File: src/rtl/div_seq.sv
// Multicycle signed divider for MIPS DIV: restoring algorithm, one quotient bit per cycle.
// state | meaning
// IDLE  | waiting for start; operand magnitudes and signs latched on start
// CALC  | WIDTH shift/subtract iterations on the unsigned magnitudes
// FIX   | apply signs, load hi_out/lo_out, pulse done
// ZERO  | divisor was zero; pulse div_zero, results untouched
module div_seq #(
  parameter int WIDTH = 32
) (
  input  logic             clk,
  input  logic             reset,
  input  logic             start,
  input  logic [WIDTH-1:0] a_in,
  input  logic [WIDTH-1:0] b_in,
  output logic [WIDTH-1:0] hi_out,
  output logic [WIDTH-1:0] lo_out,
  output logic             div_zero,
  output logic             busy,
  output logic             done
);

  localparam int CW = (WIDTH > 1) ? $clog2(WIDTH) : 1;
  localparam logic [CW-1:0] LAST_ITER = CW'(WIDTH - 1);

  typedef enum logic [1:0] {IDLE, CALC, FIX, ZERO} stateT;

  stateT            state, nextState;
  logic [WIDTH-1:0] divisor, rem, quo;
  logic [CW-1:0]    iterCnt;
  logic             signQ, signR;
  logic [WIDTH-1:0] absA, absB, remShift;
  logic [WIDTH:0]   trial;
  logic             bZero, lastIter;

  // Unsigned negate: the magnitude of the most negative value is itself, read as unsigned.
  assign absA     = a_in[WIDTH-1] ? (~a_in + 1'b1) : a_in;
  assign absB     = b_in[WIDTH-1] ? (~b_in + 1'b1) : b_in;
  assign bZero    = (b_in == '0);
  assign lastIter = (iterCnt == LAST_ITER);

  // rem < divisor <= 2^(WIDTH-1), so the shifted remainder always fits in WIDTH bits.
  assign remShift = {rem[WIDTH-2:0], quo[WIDTH-1]};
  assign trial    = {1'b0, remShift} - {1'b0, divisor};

  always_comb begin
    nextState = state;
    busy      = (state != IDLE);
    case (state)
      IDLE: if (start) nextState = bZero ? ZERO : CALC;
      CALC: if (lastIter) nextState = FIX;
      FIX:  nextState = IDLE;
      ZERO: nextState = IDLE;
      default: nextState = IDLE;
    endcase
  end

  always_ff @(posedge clk) begin
    if (reset) state <= IDLE;
    else       state <= nextState;
  end

  always_ff @(posedge clk) begin
    if (reset) begin
      divisor  <= '0;
      rem      <= '0;
      quo      <= '0;
      iterCnt  <= '0;
      signQ    <= 1'b0;
      signR    <= 1'b0;
      hi_out   <= '0;
      lo_out   <= '0;
      div_zero <= 1'b0;
      done     <= 1'b0;
    end else begin
      div_zero <= 1'b0;
      done     <= 1'b0;
      case (state)
        IDLE: begin
          if (start && !bZero) begin
            divisor <= absB;
            quo     <= absA;
            rem     <= '0;
            iterCnt <= '0;
            signQ   <= a_in[WIDTH-1] ^ b_in[WIDTH-1];
            signR   <= a_in[WIDTH-1];
          end
        end
        CALC: begin
          rem     <= trial[WIDTH] ? remShift : trial[WIDTH-1:0];
          quo     <= {quo[WIDTH-2:0], ~trial[WIDTH]};
          iterCnt <= iterCnt + 1'b1;
        end
        FIX: begin
          lo_out <= signQ ? (~quo + 1'b1) : quo;
          hi_out <= signR ? (~rem + 1'b1) : rem;
          done   <= 1'b1;
        end
        ZERO: div_zero <= 1'b1;
        default: ;
      endcase
    end
  end

endmodule

File: config.mk
export PLATFORM = sky130hd
export DESIGN_NAME = div_seq
export DESIGN_NICKNAME = d
export VERILOG_FILES = /design/src/rtl/div_seq.sv
export SDC_FILE = /design/constraint.sdc
export NUM_CORES = 1
export LEC_CHECK = 0
export ABC_AREA = 1
export CORE_MARGIN = 4
export CORE_UTILIZATION = 53
export CTS_CLUSTER_DIAMETER = 60
export DETAILED_ROUTE_END_ITERATION = 10
export PLACE_DENSITY = 0.76
export SETUP_SLACK_MARGIN = 0.1
export SYNTH_ARGS = -nofsm -noshare
export SYNTH_HDL_FRONTEND = slang
export SYNTH_SLANG_ARGS = --single-unit
File: constraint.sdc
create_clock -name clk -period 2.09 [get_ports clk]
set_input_delay 0.209 -clock clk [delete_from_list [all_inputs] [get_ports clk]]
set_output_delay 0.209 -clock clk [all_outputs]
set_load 0.01 [all_outputs]
### After elaboration in Yosys (flattened, before gate mapping)

Cells that the tools add are included.

| word-level totals | value |
|---|---|
| flip-flop bits (word level) | 171 |
| input bits | 67 |
| logic and storage cells | 57 |

| cells by class | value |
|---|---|
| add/subtract/negate cells | 6 |
| equality and inequality tests | 7 |
| mux-type cells | 17 |
| bitwise logic cells | 6 |
| reductions and logical operators | 10 |

Operators with widths:

| kind | count |
|---|---|
| 32-bit 2-to-1 mux | 7 |
| 32-bit by 1-bit adder with 32-bit output (second input constant) | 4 |
| 32-bit inverter | 4 |
| 32-bit case mux with 2 select lines | 2 |
| 32-bit by 32-bit subtractor with 33-bit output | 1 |
| 32-bit logical NOT | 1 |
| 5-bit case mux with 2 select lines | 1 |
| 2-bit 2-to-1 mux | 3 |
| 2-bit inequality test (second input constant) | 3 |
| 2-bit case mux with 3 select lines | 1 |
| 2-bit AND reduction | 3 |
| 5-bit by 1-bit adder with 5-bit output (second input constant) | 1 |
| 5-bit equality test (second input constant) | 1 |
| 5-bit 2-to-1 mux | 1 |
| 2-bit equality test (second input constant) | 2 |
| 2-bit nonzero test | 2 |
| 2-bit by 1-bit equality test with 1-bit output (second input constant) | 1 |
| 2-bit logical NOT | 1 |
| 1-bit 2-to-1 mux | 2 |
| 2-bit OR reduction | 1 |
| 1-bit logical AND | 1 |
| 1-bit logical NOT | 1 |
| 1-bit inverter | 1 |
| 1-bit XOR | 1 |

### Depth between registers and ports, before layout

Gate-level depths: netlist of the first run.

| logic depth | value |
|---|---|
| depth after elaboration | 5 |
| gate-level depth with buffers | 17 |
| gate-level depth less buffers | 16 |

### Worst setup path after synthesis of the first run

OpenSTA, ideal clock, no wires.

| path | value |
|---|---|
| path kind | register to register |
| start point | reg quo[31] |
| end point | reg rem[20] |
| library setup time | 132 ps |
| arrival time | 2058 ps |
| required time | 1958 ps |
| slack | -100 ps |
| cell stages (with the launch flop) | 17 |
| cell sequence | dfxtp_1 > inv_1 > ha_1 > fa_1 > inv_1 > nand3_1 > nand3_1 > nand2_1 > nand2_1 > nand2_1 > nand2_1 > nand2_4 > nand2_4 > buf_6 > nand3_1 > nand2_1 > a21oi_1 |

| between the ends | value |
|---|---|
| cells in the longest elaborated chain, start to end | 3 |

RTL lines:

| what | line | source |
|---|---|---|
| from (decl) | 28 | `logic [WIDTH-1:0] divisor, rem, quo;` |
| from (signal assigned) | 81 | `quo <= absA;` |
| from (signal assigned) | 90 | `quo <= {quo[WIDTH-2:0], ~trial[WIDTH]};` |
| 32-bit by 32-bit subtractor with 33-bit output | 43 | `assign trial = {1'b0, remShift} - {1'b0, divisor};` |
| 32-bit 2-to-1 mux | 89 | `rem <= trial[WIDTH] ? remShift : trial[WIDTH-1:0];` |
| 32-bit case mux with 2 select lines | 77 | `case (state)` |
| to (signal assigned) | 89 |  |
| to (decl) | 28 |  |

No other way between the ends.
A chain may end at the register's enable or synchronous reset.

### Final worst setup path of the first run

| path | value |
|---|---|
| start point | reg quo[31] |
| end point | reg rem[27] |

Same word-level chain as after synthesis.

==> results of run 1 <==
==> cells by family after synthesis <==
| family | share of synthesized area |
|---|---|
| buffers and inverters | 0.143 |
| XOR/XNOR | 0.0470 |
| AND/OR/NAND/NOR | 0.368 |
| AO/OA/AOI/OAI | 0.137 |
| adder cells (fa/ha/maj) | 0.0395 |
| flip-flops | 0.266 |
==> cell usage after synthesis, types with 2 or more instances <==
library cell,number,area (µm²)
o21ai_1,5,25.0
a21o_1,2,15.0
xor2_1,50,438
o211ai_1,24,180
xnor2_1,19,166
o21a_1,2,15.0
o221ai_1,16,140
o31ai_1,2,15.0
nand2_1,607,2280
o22ai_2,10,125
o21ai_0,90,450
nand3b_1,5,37.5
o22ai_1,22,138
nand2_2,3,18.8
nor2_1,225,845
inv_2,2,7.51
or2_2,5,31.3
and2_1,2,12.5
ha_1,39,488
buf_1,8,30.0
clkbuf_1,35,131
nor3_2,2,20.0
buf_2,13,65.1
nand3_1,190,951
nor3_1,35,175
a31oi_1,11,68.8
nor4_1,4,25.0
nand2_4,5,56.3
nand4_1,26,163
a21oi_1,110,551
nor2_2,7,43.8
buf_4,3,22.5
or2_1,2,12.5
clkinv_1,2,7.51
nor2_4,2,22.5
inv_1,366,1370
dfxtp_1,171,3420
buf_6,13,146
==> placed cells by master (no fill, tap or decap), types with 18 or more instances in the layout <==
master / count
o211ai_1: 24
nor3_1: 31
a21oi_1: 101
o21ai_0: 78
ha_4: 27
clkdlybuf4s50_1: 132
xor2_1: 48
nand2_1: 568
buf_4: 226
nor2_1: 209
o22ai_1: 22
inv_2: 21
nand3_1: 149
nand4_1: 26
inv_1: 346
nand2_2: 39
xnor2_1: 18
nand3_2: 35
dfxtp_1: 164
==> worst max-delay path, cell delays in order, from the launching register on <==
cell and delay [ns]:
dfxtp_2 0.34, inv_2 0.05, ha_4 0.15, fa_2 0.36, inv_2 0.09, nand3_2 0.06, nand3_2 0.08, nand2_2 0.06
nand2_2 0.07, nand2_2 0.06, nand2_2 0.09, nand2_4 0.11, nand2_8 0.15, buf_6 0.15, nand3_2 0.06, nand2_1 0.08
a21oi_1 0.07
==> cell type report <==
type                       instances  area, µm²
clock inverter                    14        165
tap                              319        399
clock buffer                      18        439
inverter                         372       1410
timing repair buffer             380       3410
fill                            1982       5900
sequential                       171       3430
multi-input combinational       1532       8520
==> registers in the layout, summed over array words and instances, names as in the netlist, 2 cells and up <==
signal / cells
hi_out: 32
state: 2
quo: 32
rem: 32
divisor: 32
lo_out: 32
iterCnt: 5
==> metal layers <==
| metal | part of all wire | GRT usage | up-vias |
|---|---|---|---|
| met1 | 0.44 | 0.474 | 6956 |
| met4 | 0.033 | 0.108 | 2 |
| met5 | 0.00023 | 0 | - |
| li1 | - | - | 7457 |
| met2 | 0.44 | 0.525 | 728 |
| met3 | 0.091 | 0.0605 | 121 |
==> path summary, 6_finish.rpt <==
check	startpoint	endpoint	slack, ns	depth (start not counted)
worst max-delay path	quo[31]	rem[27]	-0.07	16
worst min-delay path	reset	state[0]	0.30	3
worst max register to register	quo[31]	rem[27]	-0.07	16
worst min register to register	iterCnt[1]	iterCnt[1]	0.49	2
==> power breakdown <==
group	internal [mW]	switching [mW]
clock	1.65	1.61
combinational	9.17	14.1
sequential	3.70	0.510
total	14.5	16.2
==> per-stage QoR <==
| step | utilization | total power [mW] | std cells |
|---|---|---|---|
| after detailed placement | 0.679 | 23.3 | 2758 |
| after global placement | 0.679 | 23.0 | 2758 |
| after floorplan | - | 16.6 | 2148 |
| after CTS | 0.730 | 28.1 | 2801 |
| final | 0.751 | 30.7 | 2806 |
| after global routing | 0.751 | 32.9 | 2806 |
==> what timing repair did <==
item | in CTS | in global routing
setup buffers | 8 | 5
hold buffers | 0 | 0
endpoints found under the setup margin | 47 | 63
gates cloned | 3 | 0
pin swaps | 30 | 22
resized for setup | 96 | 110
==> impl_metrics.py, run 1 <==
metrics = {
    "power_and_ir_drop": {
        "power.leakage_nw": 8.75,
        "peakVddDrop_uv": 1090,
        "power.density_nw_per_um2": 1730,
    },
    "clock_network": {
        "clk_latency_ns": 0.44,
        "clockBufferDepth": 2,
        "root_buffer": "clkbuf_16",
        "cts_sinks": 171,
        "cts-htree-levels": 4,
        "cts.clk_slew.worst_paths_ns": 0.07,
        "cts_made_buffers": 17,
        "cts_tree": "yes",
    },
    "grt": {
        "grt_max_degree": 110,
        "antenna_found_initial": 1,
        "grt_pass1_wl_mm": 72.1,
        "first_global_vias": 14100,
        "gr-total-overflow": 0,
        "grt_usage": 0.337,
    },
    "sta": {
        "timing.fmax_mhz": 463,
        "setup_ws_ns": -0.0702,
        "slew_viol_final": 0,
        "tightest_slew_ns": 0.762,
        "setup_tns_ns": -1.05,
        "setup_viol": 28,
        "relSlewSlack": 0.491,
        "fin_crit_ns": 2.16,
        "rsz0062_at_grt": "true",
        "finClkSkew_ns": 0.0126,
        "period_share": 1.03,
        "finalHoldViolCount": 0,
        "hold_slack_ns": 0.304,
    },
    "synth": {
        "ys_async_sr_fraction": 0,
        "synth_seq_cells": 171,
        "synth_edf_count": 0,
        "syn_avg_cell_area_um2": 5.99,
        "synth_warnings": 0,
        "synth_area_um2": 12900,
        "yosysUniqueCellTypes": 51,
        "synthCells": 2148,
        "syn_nets": 2255,
        "dominantRegCellSynth": "dfxtp_1",
        "seq_area_frac_synth": 0.266,
    },
    "final_layout": {
        "nets": 2581,
        "antenna_cells": 0,
        "final_area_um2": 17800,
        "drive_gt1_frac": 0.199,
        "area_delta_synth_final_pct": 38.2,
    },
    "detailed_routing": {
        "drc": 0,
        "wl_per_cell_um": 16.7,
        "num_vias": 15300,
        "drt_iter0_drc": 1598,
        "routed_wl_mm": 46.8,
        "first_pass_iters": 6,
        "final_antenna_net_count": 0,
        "routed_via_density": 5.44,
    },
    "placed_design": {
        "portBuffers": 133,
        "place_congestion": 1.01,
        "detailed_place_hpwl_mm": 35.2,
        "placed_area_um2": 16100,
        "pre_cts_ws_ns": -0.173,
    },
    "setup_path": {
        "worstPathRequired_ns": 2.39,
        "cp-end-kind": "flop",
        "cp_max_fo": 6,
        "critPathKind": "reg2reg",
        "crit_path_start_kind": "flop",
        "cp_data_arrival_time_ns": 2.46,
    },
    "die": {
        "die_area_um2": 26800,
        "ioPinCount": 134,
        "chipHeight_um": 164,
        "core.rowCount": 56,
        "die_w_um": 164,
        "core_area_um2": 23700,
        "start_util": 0.543,
    },
    "run_status": {
        "violations": "setup timing",
        "status": "finished, violations left",
    },
    "worst_hold_path": {
        "hold_class": "in2reg",
    },
    "job": {
        "cap_violations": 0,
    },
}
Power figures use the tool's default switching activity.
==> run 2: changes to the inputs <==
--- a/config.mk
+++ b/config.mk
@@ -7,10 +7,11 @@
 export LEC_CHECK = 0
 export ABC_AREA = 1
 export CORE_MARGIN = 4
-export CORE_UTILIZATION = 53
+export CORE_UTILIZATION = 40
+export CTS_BUF_LIST = sky130_fd_sc_hd__clkbuf_16
 export CTS_CLUSTER_DIAMETER = 60
 export DETAILED_ROUTE_END_ITERATION = 10
-export PLACE_DENSITY = 0.76
+export PLACE_DENSITY = 0.6
 export SETUP_SLACK_MARGIN = 0.1
 export SYNTH_ARGS = -nofsm -noshare
 export SYNTH_HDL_FRONTEND = slang
==> impl_metrics.py, run 2 (synthesis gave the netlist of run 1 again) <==
metrics = {
    "clock_network": {
        "root_buffer": "clkbuf_16",
        "cts_tree": "yes",
        "cts_sinks": 171,
        "cts-htree-levels": 4,
        "clockBufferDepth": 2,
        "clk_latency_ns": 0.45,
        "cts.clk_slew.worst_paths_ns": 0.08,
        "cts_made_buffers": 17,
        "cts_hold_buf": 0,
    },
    "power_and_ir_drop": {
        "power.density_nw_per_um2": 1720,
        "clkPwrFrac": 0.105,
        "p_int_mw": 15.0,
        "p_sw_frac": 0.519,
        "combPwrFrac": 0.763,
        "peakVddDrop_uv": 912,
        "p_switching_mw": 16.3,
        "power.leakage_nw": 9.06,
        "pwr-share-seq": 0.133,
    },
    "detailed_routing": {
        "final_antenna_net_count": 0,
        "routed_via_density": 5.07,
        "first_pass_iters": 5,
        "routed_wl_mm": 47.7,
        "wl_per_cell_um": 16.2,
        "drc": 0,
        "drt_iter0_drc": 1159,
        "num_vias": 14900,
    },
    "final_layout": {
        "area_delta_synth_final_pct": 41.4,
        "antenna_cells": 0,
        "final_cells": 2940,
        "nets": 2632,
        "drive_gt1_frac": 0.213,
        "layout_common_cells": "nand2_1, inv_1, buf_4",
        "final_area_um2": 18200,
        "final_common_cell": "nand2_1",
    },
    "sta": {
        "setup_ws_ns": -0.0700,
        "timing.fmax_mhz": 463,
        "fin_crit_ns": 2.16,
        "tightest_slew_ns": 0.659,
        "finalHoldViolCount": 0,
        "finClkSkew_ns": 0.0111,
        "period_share": 1.03,
        "slew_viol_final": 0,
        "setup_viol": 13,
        "rsz0062_at_grt": "true",
        "relSlewSlack": 0.560,
    },
    "die": {
        "ioPinCount": 134,
        "chipHeight_um": 187,
        "die_area_um2": 35100,
        "die_w_um": 187,
        "core_area_um2": 31600,
        "core.rowCount": 65,
        "start_util": 0.407,
    },
    "job": {
        "cap_violations": 0,
    },
    "placed_design": {
        "place_congestion": 0.991,
        "placed_cells": 2894,
        "detailed_place_hpwl_mm": 37.9,
        "placed_area_um2": 16600,
        "portBuffers": 133,
        "pre_cts_ws_ns": -0.283,
    },
    "setup_path": {
        "worstPathRequired_ns": 2.39,
        "critPathKind": "reg2reg",
        "cp-end-kind": "flop",
        "cp_data_arrival_time_ns": 2.46,
        "crit_path_start_kind": "flop",
        "cp_max_fo": 6,
    },
    "worst_hold_path": {
        "hold_class": "in2reg",
    },
    "grt": {
        "gr-total-overflow": 0,
        "grt_pass1_wl_mm": 74.0,
        "grt_usage": 0.262,
        "first_global_vias": 13900,
        "grt_max_degree": 102,
        "antenna_found_initial": 2,
    },
    "run_status": {
        "violations": "setup timing",
        "status": "finished, violations left",
    },
}
## run 2: cell types whose count changed in the layout (fill, tap and decap cells not counted), sizes merged
cell	delta
buf	+50
bufinv	+1
clkbuf	-1
clkinv	-1
clkinvlp	+2
inv	-1
nand2	+1
## run 2: what timing repair did
item,4_1_cts,5_1_grt
endpoints found under the hold margin,0,0
buffers inserted,4,8
pin swaps,21,26
endpoints found under the setup margin,50,82
gates cloned,2,1
resized for setup,82,117
## run 2: worst paths after layout
path / cells after the start / slack, ns / endpoint / start
min reg2reg: 2 / 0.48 / iterCnt[4] / iterCnt[4]
min: 2 / 0.05 / state[0] / reset
max reg2reg: 13 / -0.07 / rem[27] / divisor[31]
max: 13 / -0.07 / rem[27] / divisor[31]
## run 2: routing by layer
metal / vias to the layer above / track usage / share of wire
met4: 4 / 0.0754 / 0.024
met3: 66 / 0.0411 / 0.066
met5: - / 0 / 0.00057
met1: 6773 / 0.370 / 0.47
met2: 479 / 0.416 / 0.44
li1: 7571 / - / -
## run 2: layout make-up
type / instances / area [µm²]
fillers: 3076 / 13400
clock inverters: 15 / 178
flip-flops and latches: 171 / 3430
repair buffers: 430 / 3760
inverters: 372 / 1410
well taps: 402 / 503
clock buffers: 17 / 425
multi-input cells: 1533 / 8490
## run 2: power groups by stage
| stage | sequential, mW | clock, mW | combinational [mW] |
|---|---|---|---|
| finish | 4.15 | 3.28 | 23.9 |
| global route | 4.19 | 3.45 | 26.3 |
| CTS | 4.10 | 3.32 | 21.9 |
| detailed placement | 4.14 | 0 | 20.4 |
| global placement | 4.13 | 0 | 20.3 |
| floorplan | 4.17 | 0 | 12.4 |
## run 2: critical path, stage by stage (launching register included)
cell and delay (ns):
dfxtp_1 0.32, inv_1 0.09, ha_1 0.33, buf_4 0.16
a21oi_2 0.14, nand3_2 0.14, a21oi_4 0.16, buf_12 0.15
nand2_8 0.09, buf_6 0.15, nand2_4 0.09, nand2_1 0.06
nand2_1 0.06, a21oi_1 0.06
## run 2: stage by stage
| stage | setup TNS, ns | hold slack [ns] | util | power, mW |
|---|---|---|---|---|
| floorplan | 0 | 0.356 | - | 16.6 |
| global placement | -10.98 | 0.455 | 0.524 | 24.5 |
| detailed placement | -13.88 | 0.472 | 0.524 | 24.5 |
| CTS | -0.256 | 0.0411 | 0.558 | 29.3 |
| global route | -3.48 | 0.0638 | 0.575 | 33.9 |
| finish | -0.532 | 0.0458 | 0.575 | 31.3 |
==> run 3: changes to the inputs <==
--- a/config.mk
+++ b/config.mk
@@ -11,6 +11,7 @@
 export CTS_BUF_LIST = sky130_fd_sc_hd__clkbuf_16
 export CTS_CLUSTER_DIAMETER = 60
 export DETAILED_ROUTE_END_ITERATION = 10
+export GPL_ROUTABILITY_DRIVEN = 0
 export PLACE_DENSITY = 0.6
 export SETUP_SLACK_MARGIN = 0.1
 export SYNTH_ARGS = -nofsm -noshare
==> impl_metrics.py, run 3 (synthesis gave the netlist of run 1 again) <==
metrics = {
    "grt": {
        "gr-total-overflow": 0,
        "grt_usage": 0.255,
        "first_global_vias": 13800,
        "grt_max_degree": 86,
        "antenna_found_initial": 0,
        "grt_pass1_wl_mm": 72.9,
    },
    "sta": {
        "timing.fmax_mhz": 465,
        "setup_tns_ns": -0.604,
        "fin_crit_ns": 2.15,
        "relSlewSlack": 0.498,
        "finClkSkew_ns": 0.0153,
        "setup_ws_ns": -0.0619,
        "finalHoldViolCount": 0,
        "tightest_slew_ns": 0.752,
        "period_share": 1.03,
        "setup_viol": 19,
        "rsz0062_at_grt": "true",
        "slew_viol_final": 0,
    },
    "placed_design": {
        "placed_cells": 2866,
        "detailed_place_hpwl_mm": 35.9,
        "portBuffers": 133,
        "pre_cts_ws_ns": -0.231,
        "placed_area_um2": 16400,
    },
    "setup_path": {
        "timing.rr.start": "quo[31]",
        "cp_max_fo": 4,
        "cp-end-kind": "flop",
        "worstPathRequired_ns": 2.39,
        "startpoint": "quo[31]",
        "cp_data_arrival_time_ns": 2.46,
        "crit_path_start_kind": "flop",
        "critPathKind": "reg2reg",
        "reg2reg_depth": 17,
    },
    "die": {
        "start_util": 0.407,
        "die_area_um2": 35100,
        "core.rowCount": 65,
        "die_w_um": 187,
        "ioPinCount": 134,
        "chipHeight_um": 187,
        "core_area_um2": 31600,
    },
    "final_layout": {
        "drive_gt1_frac": 0.207,
        "final_area_um2": 18000,
        "antenna_cells": 0,
        "final_cells": 2924,
        "area_delta_synth_final_pct": 40.0,
        "nets": 2616,
        "final_common_cell": "nand2_1",
        "postLayoutCoreUtil": 0.569,
        "layout_common_cells": "nand2_1, inv_1, buf_4",
    },
    "clock_network": {
        "cts_made_buffers": 17,
        "cts-htree-levels": 4,
        "cts_hold_buf": 0,
        "cts_sinks": 171,
        "clockBufferDepth": 2,
        "root_buffer": "clkbuf_16",
        "cts_tree": "yes",
        "cts.clk_slew.worst_paths_ns": 0.08,
        "clk_latency_ns": 0.44,
    },
    "power_and_ir_drop": {
        "power.density_nw_per_um2": 1740,
        "peakVddDrop_uv": 1030,
        "power.leakage_nw": 8.91,
    },
    "worst_hold_path": {
        "hold_depth": 3,
        "hp-start": "reset",
        "hold_class": "in2reg",
    },
    "detailed_routing": {
        "final_antenna_net_count": 0,
        "routed_via_density": 5.11,
        "drt_iter0_drc": 1197,
        "first_pass_iters": 6,
        "wl_per_cell_um": 16.0,
        "routed_wl_mm": 46.7,
        "num_vias": 15000,
        "drc": 0,
    },
    "run_status": {
        "violations": "setup timing",
        "status": "finished, violations left",
    },
    "job": {
        "cap_violations": 0,
    },
}
==> run 3: area by class of cell <==
class,instances,area [µm²]
Tap cell,402,503
Multi-Input combinational cell,1532,8400
Sequential cell,171,3430
Timing Repair Buffer,415,3680
Clock inverter,15,150
Fill cell,3103,13600
Inverter,372,1410
Clock buffer,17,425
==> run 3: metal layers <==
metal  track usage  up-vias  share of wire
met5             0        -              0
met4        0.0774        0          0.028
met3        0.0496       76          0.075
met2         0.401      555           0.44
met1         0.355     6793           0.46
li1              -     7528              -
==> run 3: worst max-delay path, cell delays in order (launching register included) <==
cell	delay, ns
dfxtp_2	0.36
inv_2	0.05
ha_4	0.15
fa_2	0.34
inv_2	0.07
nand3_2	0.06
nand3_2	0.08
nand2_2	0.06
nand2_2	0.07
nand2_2	0.05
nand2_2	0.09
nand2_4	0.10
nand2_8	0.11
buf_12	0.13
buf_6	0.11
nand3_2	0.07
nand2_2	0.06
a21oi_1	0.05
==> run 3: power breakdown <==
part | internal (mW) | switching (mW) | total (mW) | leakage, nW
clock network | 1.77 | 1.51 | 3.27 | 0.287
logic | 9.93 | 14.0 | 24.0 | 7.23
registers | 3.70 | 0.458 | 4.16 | 1.40
total | 15.4 | 16.0 | 31.4 | 8.91
==> run 3: stage by stage <==
step / total power [mW] / hold slack, ns
6_report: 31.4 / 0.321
3_3_place_gp: 23.7 / 0.456
2_1_floorplan: 16.6 / 0.356
4_1_cts: 29.1 / 0.307
3_5_place_dp: 23.8 / 0.470
5_1_grt: 33.9 / 0.332
==> run 3: what timing repair did <==
item                       in CTS  in global routing
gates cloned                    3                  0
setup buffers                  12                 11
setup endpoints to repair      44                113
resized for setup              80                116
pin swaps                      22                 25
==> run 3: worst paths after layout <==
| path | end | slack (ns) |
|---|---|---|
| setup / recovery | rem[31] | -0.06 |
| hold / removal | rem[10] | 0.32 |
| setup reg to reg | rem[31] | -0.06 |
| hold reg to reg | iterCnt[1] | 0.49 |
